<file path="src/rtl/reaction_timer_pkg.sv">
// Shared types and constants for the reaction-timer controller.
// State encoding, LFSR seed/taps and ARM hold length.
package reaction_timer_pkg;

  typedef enum logic [2:0] {
    IDLE,
    ARM,
    WAIT,
    REACT,
    SHOW,
    FALSE_START
  } state_t;

  localparam logic [14:0] LFSR_SEED  = 15'h0001;
  localparam logic [14:0] LFSR_TAPS  = 15'h6000;
  localparam int          ARM_CYCLES = 2;

  function automatic logic [14:0] lfsr_next(
    input logic [14:0] s
  );
    return {s[13:0], ^(s & LFSR_TAPS)};
  endfunction

endpackage

</file>
<file path="src/rtl/lfsr_gen.sv">
// Free-running 15-bit Fibonacci LFSR (x^15 + x^14 + 1).
// Advances every clock; a nonzero seed keeps it out of the all-zero state.
module lfsr_gen
  import reaction_timer_pkg::*;
(
  input  logic        i_clk,
  input  logic        i_rst_n,
  output logic [14:0] o_lfsr
);

  logic [14:0] r_lfsr;

  always_ff @(posedge i_clk or negedge i_rst_n) begin
    if (!i_rst_n) begin
      r_lfsr <= LFSR_SEED;
    end else begin
      r_lfsr <= lfsr_next(r_lfsr);
    end
  end

  assign o_lfsr = r_lfsr;

endmodule

</file>
<file path="src/rtl/reaction_timer_ctrl.sv">
// Reaction-timer game controller driving an external delay up-counter.
// Optional BEST_TIME_EN adds a Best_Time output tracking the fastest result.
module reaction_timer_ctrl
  import reaction_timer_pkg::*;
#(
  parameter int N        = 15,
  parameter int T_W      = 16,
  parameter int TICK_DIV = 50000
) (
  input  logic           Clk,
  input  logic           Resetn,
  input  logic           Start,
  input  logic           Stop,
  output logic           Delay_En,
  output logic [N-1:0]   Delay_Value,
  input  logic           Delay_Done,
  output logic           Led,
  output logic [T_W-1:0] Reaction_Time,
  output logic           Result_Valid,
  output logic           False_Start
`ifdef BEST_TIME_EN
  ,
  output logic [T_W-1:0] Best_Time
`endif
);

  localparam int PW = $clog2(TICK_DIV);
  localparam int AW = $clog2(ARM_CYCLES + 1);

  state_t         r_state;
  state_t         w_next;
  logic           r_start_q;
  logic           r_stop_q;
  logic           w_start_rise;
  logic           w_stop_rise;
  logic [AW-1:0]  r_arm_cnt;
  logic           w_arm_last;
  logic [PW-1:0]  r_pre;
  logic           w_tick;
  logic [T_W-1:0] r_cnt;
  logic [T_W-1:0] w_cnt_inc;
  logic [14:0]    w_lfsr;
  logic [N-1:0]   w_dv;
  logic           w_enter_arm;
  logic           w_enter_show;
  logic           w_en;
  logic           w_led;
  logic           w_rv;
  logic           w_fs;

  lfsr_gen u_lfsr (
    .i_clk   (Clk),
    .i_rst_n (Resetn),
    .o_lfsr  (w_lfsr)
  );

  assign w_start_rise = Start & ~r_start_q;
  assign w_stop_rise  = Stop & ~r_stop_q;
  assign w_arm_last   = r_arm_cnt == AW'(ARM_CYCLES - 1);
  assign w_tick       = r_pre == PW'(TICK_DIV - 1);

  // Saturating increment; also feeds the value latched on Stop.
  assign w_cnt_inc = (w_tick && r_cnt != '1) ? r_cnt + T_W'(1) : r_cnt;

  always_ff @(posedge Clk or negedge Resetn) begin
    if (!Resetn) begin
      r_state   <= IDLE;
      r_start_q <= 1'b0;
      r_stop_q  <= 1'b0;
      r_arm_cnt <= '0;
    end else begin
      r_state   <= w_next;
      r_start_q <= Start;
      r_stop_q  <= Stop;
      r_arm_cnt <= (r_state == ARM) ? r_arm_cnt + AW'(1) : '0;
    end
  end

  always_comb begin
    w_next = r_state;
    unique case (r_state)
      IDLE:        if (w_start_rise) w_next = ARM;
      ARM:         if (w_arm_last) w_next = WAIT;
      WAIT: begin
        if (w_stop_rise)     w_next = FALSE_START;
        else if (Delay_Done) w_next = REACT;
      end
      REACT:       if (w_stop_rise) w_next = SHOW;
      SHOW:        if (w_start_rise) w_next = ARM;
      FALSE_START: if (w_start_rise) w_next = ARM;
      default:     w_next = IDLE;
    endcase
  end

  always_comb begin
    w_en         = 1'b0;
    w_led        = 1'b0;
    w_rv         = 1'b0;
    w_fs         = 1'b0;
    w_enter_arm  = (w_next == ARM) && (r_state != ARM);
    w_enter_show = (r_state == REACT) && (w_next == SHOW);
    w_dv         = w_lfsr[N-1:0];
    w_dv[N-1]    = 1'b1;
    unique case (1'b1)
      (w_next == WAIT):        w_en  = 1'b1;
      (w_next == REACT):       w_led = 1'b1;
      (w_next == SHOW):        w_rv  = 1'b1;
      (w_next == FALSE_START): w_fs  = 1'b1;
      default:                 w_en  = 1'b0;
    endcase
  end

  // Prescaler and tick counter are held at zero outside REACT.
  always_ff @(posedge Clk or negedge Resetn) begin
    if (!Resetn) begin
      r_pre <= '0;
      r_cnt <= '0;
    end else if (r_state != REACT) begin
      r_pre <= '0;
      r_cnt <= '0;
    end else if (w_tick) begin
      r_pre <= '0;
      r_cnt <= w_cnt_inc;
    end else begin
      r_pre <= r_pre + PW'(1);
    end
  end

  always_ff @(posedge Clk or negedge Resetn) begin
    if (!Resetn) begin
      Delay_En      <= 1'b0;
      Delay_Value   <= '0;
      Led           <= 1'b0;
      Reaction_Time <= '0;
      Result_Valid  <= 1'b0;
      False_Start   <= 1'b0;
    end else begin
      Delay_En     <= w_en;
      Led          <= w_led;
      Result_Valid <= w_rv;
      False_Start  <= w_fs;
      if (w_enter_arm)  Delay_Value   <= w_dv;
      if (w_enter_show) Reaction_Time <= w_cnt_inc;
    end
  end

`ifdef BEST_TIME_EN
  always_ff @(posedge Clk or negedge Resetn) begin
    if (!Resetn) begin
      Best_Time <= '1;
    end else if (w_enter_show && (w_cnt_inc < Best_Time)) begin
      Best_Time <= w_cnt_inc;
    end
  end
`endif

endmodule
</file>
<file path="config.mk">
export PLATFORM = sky130hd
export DESIGN_NAME = reaction_timer_ctrl
export DESIGN_NICKNAME = d
export VERILOG_FILES = /design/src/rtl/reaction_timer_pkg.sv /design/src/rtl/lfsr_gen.sv /design/src/rtl/reaction_timer_ctrl.sv
export SDC_FILE = /design/constraint.sdc
export NUM_CORES = 1
export LEC_CHECK = 0
export CAP_MARGIN = 25
export CELL_PAD_IN_SITES_DETAIL_PLACEMENT = 2
export CELL_PAD_IN_SITES_GLOBAL_PLACEMENT = 2
export CORE_MARGIN = 1
export CORE_UTILIZATION = 34
export DETAILED_ROUTE_END_ITERATION = 10
export PLACE_DENSITY_LB_ADDON = 0.1
export SYNTH_ARGS = -nofsm -noshare
export SYNTH_HDL_FRONTEND = slang
export SYNTH_HIERARCHICAL = 1
export SYNTH_SLANG_ARGS = --single-unit
</file>
<file path="constraint.sdc">
create_clock -name Clk -period 1.83 [get_ports Clk]
set_input_delay 0.4575 -clock Clk [delete_from_list [all_inputs] [get_ports Clk]]
set_output_delay 0.4575 -clock Clk [all_outputs]
set_load 0.05 [all_outputs]
</file>
---- Word-level counts from Yosys, hierarchy flattened ----
Index checks and enable logic that the tools add are counted.
W data, S select, Z words.
storage, ports and cells
  bits in registers ....................... 89
  bits in latches ......................... 0
  memory bits (writable) .................. 0
  ROM bits ................................ 0
  input bits .............................. 5
  memories ................................ 0
operators by class
  $add $sub $neg .......................... 3
  multiply operators ...................... 0
  div/mod/pow operators ................... 0
  order comparisons ....................... 0
  equal/unequal tests ..................... 15
  shifts and indexed selects .............. 0
  muxes and demuxes ....................... 16
  bitwise logic cells ..................... 4
  reduce and logical (&&, ||, !) cells .... 7
operators with widths
  cell                     number
  $mux W16                 5
  $add A16 B1 Y16 const B  2
  $eq A16 B16 Y1 const B   1
  $ne A16 B16 Y1 const B   1
  $mux W3                  5
  $reduce_xor A15 Y1       1
  $eq A3 B2 Y1 const B     4
  $eq A3 B3 Y1 const B     4
  $pmux W3 S4              1
  $eq A3 B1 Y1 const B     2
  $mux W1                  4
  $logic_and A1 B1 Y1      3
  $logic_not A3 Y1         1
  $ne A3 B1 Y1 const B     1
  $ne A3 B2 Y1 const B     1
  $reduce_or A3 Y1         1
  $add A2 B1 Y2 const B    1
  $and A1 B1 Y1            2
  $eq A2 B1 Y1 const B     1
  $mux W2                  1
  $not A1 Y1               2
  $reduce_bool A2 Y1       1

---- Longest topological paths before layout ----
  depth in word-level cells ............... 6
  mapped depth ............................ 8
  gate-level depth less buffers ........... 7

---- Cells and area by module ----
The synthesis kept the hierarchy.
by module, submodules not included
  module               times used  cells an instance  area each (µm²)
  reaction_timer_ctrl  1           295                3367.0
  lfsr_gen             1           16                 385.4

---- Least setup slack after synthesis ----
Ideal clock, no wire load.
  path kind ............................... input-to-reg
  from .................................... input Stop
  to ...................................... register Delay_Value[11]
  library setup time ...................... 128 ps
  arrival time ............................ 1689 ps
  required time ........................... 1702 ps
  path slack .............................. 14 ps
  stages .................................. 6
  path buffers ............................ 1
  path through ............................ nor2b_4 -> a21o_1 -> o31ai_4 -> nand4_4 -> buf_6 -> mux2_1
on the way
  longest elaborated chain between the ends .. 5
  elaborated cells between the ends (all ways) .. 6
ends and longest elaborated chain
  item                        RTL line                                              source
  from (decl)                 reaction_timer_ctrl.sv:13                             input logic Stop,
  $and A1 B1 Y1 (*)           reaction_timer_ctrl.sv:58                             assign w_stop_rise = Stop & ~r_stop_q;
  $mux W3 (on tied branches)  reaction_timer_ctrl.sv:88, reaction_timer_ctrl.sv:85
  $pmux W3 S4 (*)             reaction_timer_ctrl.sv:81                             unique case (r_state)
  named net w_next[0]         reaction_timer_ctrl.sv:31                             state_t w_next;
  $eq A3 B1 Y1 (*)            reaction_timer_ctrl.sv:100                            w_enter_arm = (w_next == ARM) && (r_state != ARM);
  $logic_and A1 B1 Y1 (*)     reaction_timer_ctrl.sv:100
  to (signal assigned)        reaction_timer_ctrl.sv:142                            if (w_enter_arm) Delay_Value <= w_dv;
  to (decl)                   reaction_timer_ctrl.sv:15                             output logic [N-1:0] Delay_Value,
Mark *: on every way through the listed nets, which the timed path passes. The rest lies on a longest branch.
A chain may end at the register's enable or synchronous reset.

---- Final worst setup path ----
  from .................................... register r_cnt[1]
  to ...................................... register Reaction_Time[15]
on the way
  longest elaborated chain between the ends .. 3
  elaborated cells between the ends (all ways) .. 4
ends and longest elaborated chain
  item                                                     RTL line                    source
  from (decl)                                              reaction_timer_ctrl.sv:40   logic [T_W-1:0] r_cnt;
  from (signal assigned)                                   reaction_timer_ctrl.sv:123  r_cnt <= w_cnt_inc;
  branches (longest 2 deep; another with $add A16 B1 Y16)  n/a
  $mux W16 (*)                                             reaction_timer_ctrl.sv:63   assign w_cnt_inc = (w_tick && r_cnt != '1) ? r_cnt + T_W'(1) : r_cnt;
  to (signal assigned)                                     reaction_timer_ctrl.sv:143  if (w_enter_show) Reaction_Time <= w_cnt_inc;
  to (decl)                                                reaction_timer_ctrl.sv:18   output logic [T_W-1:0] Reaction_Time,
Mark *: on every way between the ends.

==> impl_metrics.tcl <==
set metrics [dict create \
    status "completed" \
    first_global_vias 2828 \
    final_nets 409 \
    clockBufferDepth 2 \
    core_mm2 0.0105 \
    clock_latency_ns 0.39 \
    setup-violations-final 0 \
    hold_buffers 0 \
    die_width_um 107 \
    path_clk_slew_ns 0.10 \
    synth-warning-count 6 \
    synth_area_mm2 0.00375 \
    drcViolationCount 0 \
    regArea_mm2 0.00223 \
    antenna_found_initial 0 \
    dp_hpwl_um 5530 \
    ys_ff_latch 89 \
    power.density_mw_per_mm2 952 \
    crit_path_max_fanout 5 \
    clock_skew_ns 0.0176 \
    ff2ff_setup_slack_ns 0.0006 \
    timing.rr.start "r_cnt[1]$_DFFE_PN0P_" \
    hold_viol_final 0 \
    synth_flop_cell "dfrtp_1" \
    regToRegEndpoint "Reaction_Time[15]$_DFFE_PN0P_" \
    postSynth.asyncResetShare 1.00 \
    fmax_ghz 0.547 \
    dr.pass1.iters 4 \
    endpoint_kind "flip-flop" \
    wl_per_cell_um 16.7 \
    antenna_left 0 \
    leakagePower_nw 2.27 \
    multi_input_area_mm2 0.00161 \
    avgSynthCellArea_um2 12.1 \
    hold_class "in2async" \
    finalCritPeriodShare 1.00 \
    synth_cell_types 53 \
    wirelength_um 9050 \
    first_iter_violations 78 \
    grt_setup_unrepaired "yes" \
    die_h_um 107 \
    yosysSeqAreaShare 0.594 \
    num_io_pins 40 \
    cp-endpoint "Reaction_Time[15]$_DFFE_PN0P_" \
    fillers 1052 \
    worstPathArrival_ns 2.10 \
    critPathKind "reg2reg" \
    synth_enable_flop_cells 0 \
    overflow 0 \
    initial_core_util 0.357 \
    synth_nets 319 \
    fp-row-count 37 \
    grt_usage 0.166 \
    grt_pass1_wl_um 14300 \
    start_kind "flip-flop" \
    portBuffers 39 \
    worstRegToRegCells 5 \
    synthCells 311 \
    drv_slew 0 \
    die_area_mm2 0.0115 \
    grt_max_degree 90 \
    drive_gt1_frac 0.387 \
    area_growth_pct 33.5 \
    place_area_mm2 0.00452 \
    worst_pin_slew_ns 0.481 \
    min_period_ns 1.83 \
    cap_violations 0 \
    final_util 0.477 \
    cts_tree "built" \
    place_congestion 0.747 \
    viasPerCell 4.82 \
    maxSlewHeadroom 0.679 \
    root_buffer "clkbuf_8" \
    ir_drop_mv 0.690 \
    cts_num_sinks 89 \
    vias 2611 \
    worstPathRequired_ns 2.10 \
    cp-startpoint "r_cnt[1]$_DFFE_PN0P_" \
    diodes 0 \
    htreeDepth 3 \
    cts_made_buffers 9 \
    final_area_mm2 0.00501 \
]
cell usage in the layout, fill, tap and decap left out, types with 5 or more instances in the layout:
cell type	synthesis	layout
nand4_1	7	7
xnor2_2	0	5
nor2_1	41	41
o21ai_1	12	12
xnor2_1	19	14
inv_1	10	10
nand3_1	10	10
mux2_2	12	12
buf_4	0	77
xor2_1	8	8
clkbuf_8	0	9
nand2_1	26	26
dfrtp_1	88	85
logic make-up after synthesis:
kind of cell    share of synthesized area
xor+xnor                           0.0630
fa+ha+maj                          0.0100
buf+inv                            0.0250
simple gates                        0.194
mux                                0.0473
flops                               0.594
compound gates                     0.0670
power by group:
group | total (mW) | internal, mW | switching (mW)
Combinational | 1.23 | 0.526 | 0.702
Sequential | 2.13 | 2.06 | 0.0735
Clock | 1.40 | 0.646 | 0.759
Total | 4.77 | 3.23 | 1.53
through the flow:
step           setup slack [ns]  hold slack, ns  TNS [ns]  std cells  power [mW]
4_1_cts                 -0.0197           0.117   -0.0231        537        4.68
3_5_place_dp             -0.484           0.362     -7.30        517        3.24
3_3_place_gp             -0.383           0.352     -5.83        517        3.21
2_1_floorplan            0.0136           0.162         0        311        2.81
6_report               0.000623           0.101         0        542        4.77
5_1_grt                  -0.122           0.125     -1.25        542        4.99
final cells by class:
class | instances | share of cell area
flip-flops and latches | 89 | 0.446
multi-input cells | 202 | 0.321
repair buffers | 89 | 0.152
well taps | 136 | 0.0340
clock buffers | 10 | 0.0255
clock inverters | 6 | 0.0142
inverters | 10 | 0.00749
critical path, cell delays in order (launching register included):
cell and delay [ns]:
dfrtp_1 0.42, and4_1 0.25, or3b_4 0.45, or4_4 0.45, o21ai_4 0.09, o21ai_2 0.06
how the worst min path moves through the flow:
stage               cells past startpoint  slack (ns)                          end
detailed placement                      0        0.36  u_lfsr/o_lfsr[10]$_DFF_PN0_
CTS                                     2        0.12           r_pre[5]$_DFF_PN0_
finish                                  2        0.10          r_pre[10]$_DFF_PN0_
floorplan                               0        0.16           Delay_En$_DFF_PN0_
global placement                        0        0.35  u_lfsr/o_lfsr[10]$_DFF_PN0_
global route                            2        0.13        False_Start$_DFF_PN0_
registers in the layout (all words and copies together), names as in the netlist, 2 cells and up:
name	flops
Reaction_Time	16
r_cnt	16
r_pre	16
Delay_Value	15
u_lfsr/o_lfsr	15
r_state	3
r_arm_cnt	2
layer usage:
metal | part of all wire | global-route usage | vias up
met5 | 0 | 0 | -
met4 | 0.016 | 0.0646 | 0
met3 | 0.039 | 0.0523 | 10
met2 | 0.50 | 0.270 | 39
met1 | 0.45 | 0.204 | 1326
li1 | - | - | 1236
cells in the mapped netlist, types with 3 or more instances:
cell | n | area share
nor2_1 | 41 | 0.041
nor2b_1 | 4 | 0.0067
xor2_1 | 8 | 0.019
mux2_2 | 12 | 0.036
a211oi_2 | 3 | 0.010
dfrtp_1 | 88 | 0.59
xnor2_1 | 19 | 0.044
nor3_1 | 5 | 0.0067
clkbuf_1 | 5 | 0.0050
nand3_1 | 10 | 0.013
nand2b_1 | 3 | 0.0050
nand2_1 | 26 | 0.026
nand4_1 | 7 | 0.012
o21ai_1 | 12 | 0.016
ha_1 | 3 | 0.010
inv_1 | 10 | 0.010
a21oi_1 | 3 | 0.0040
o21ai_0 | 3 | 0.0040
timing repair:
action / in CTS / in global routing
setup buffers: 4 / 4
gates cloned: 0 / 1
resized for setup: 5 / 31
pin swaps: 4 / 16
endpoints found under the setup margin: 35 / 45
Power figures use the tool's default switching activity.
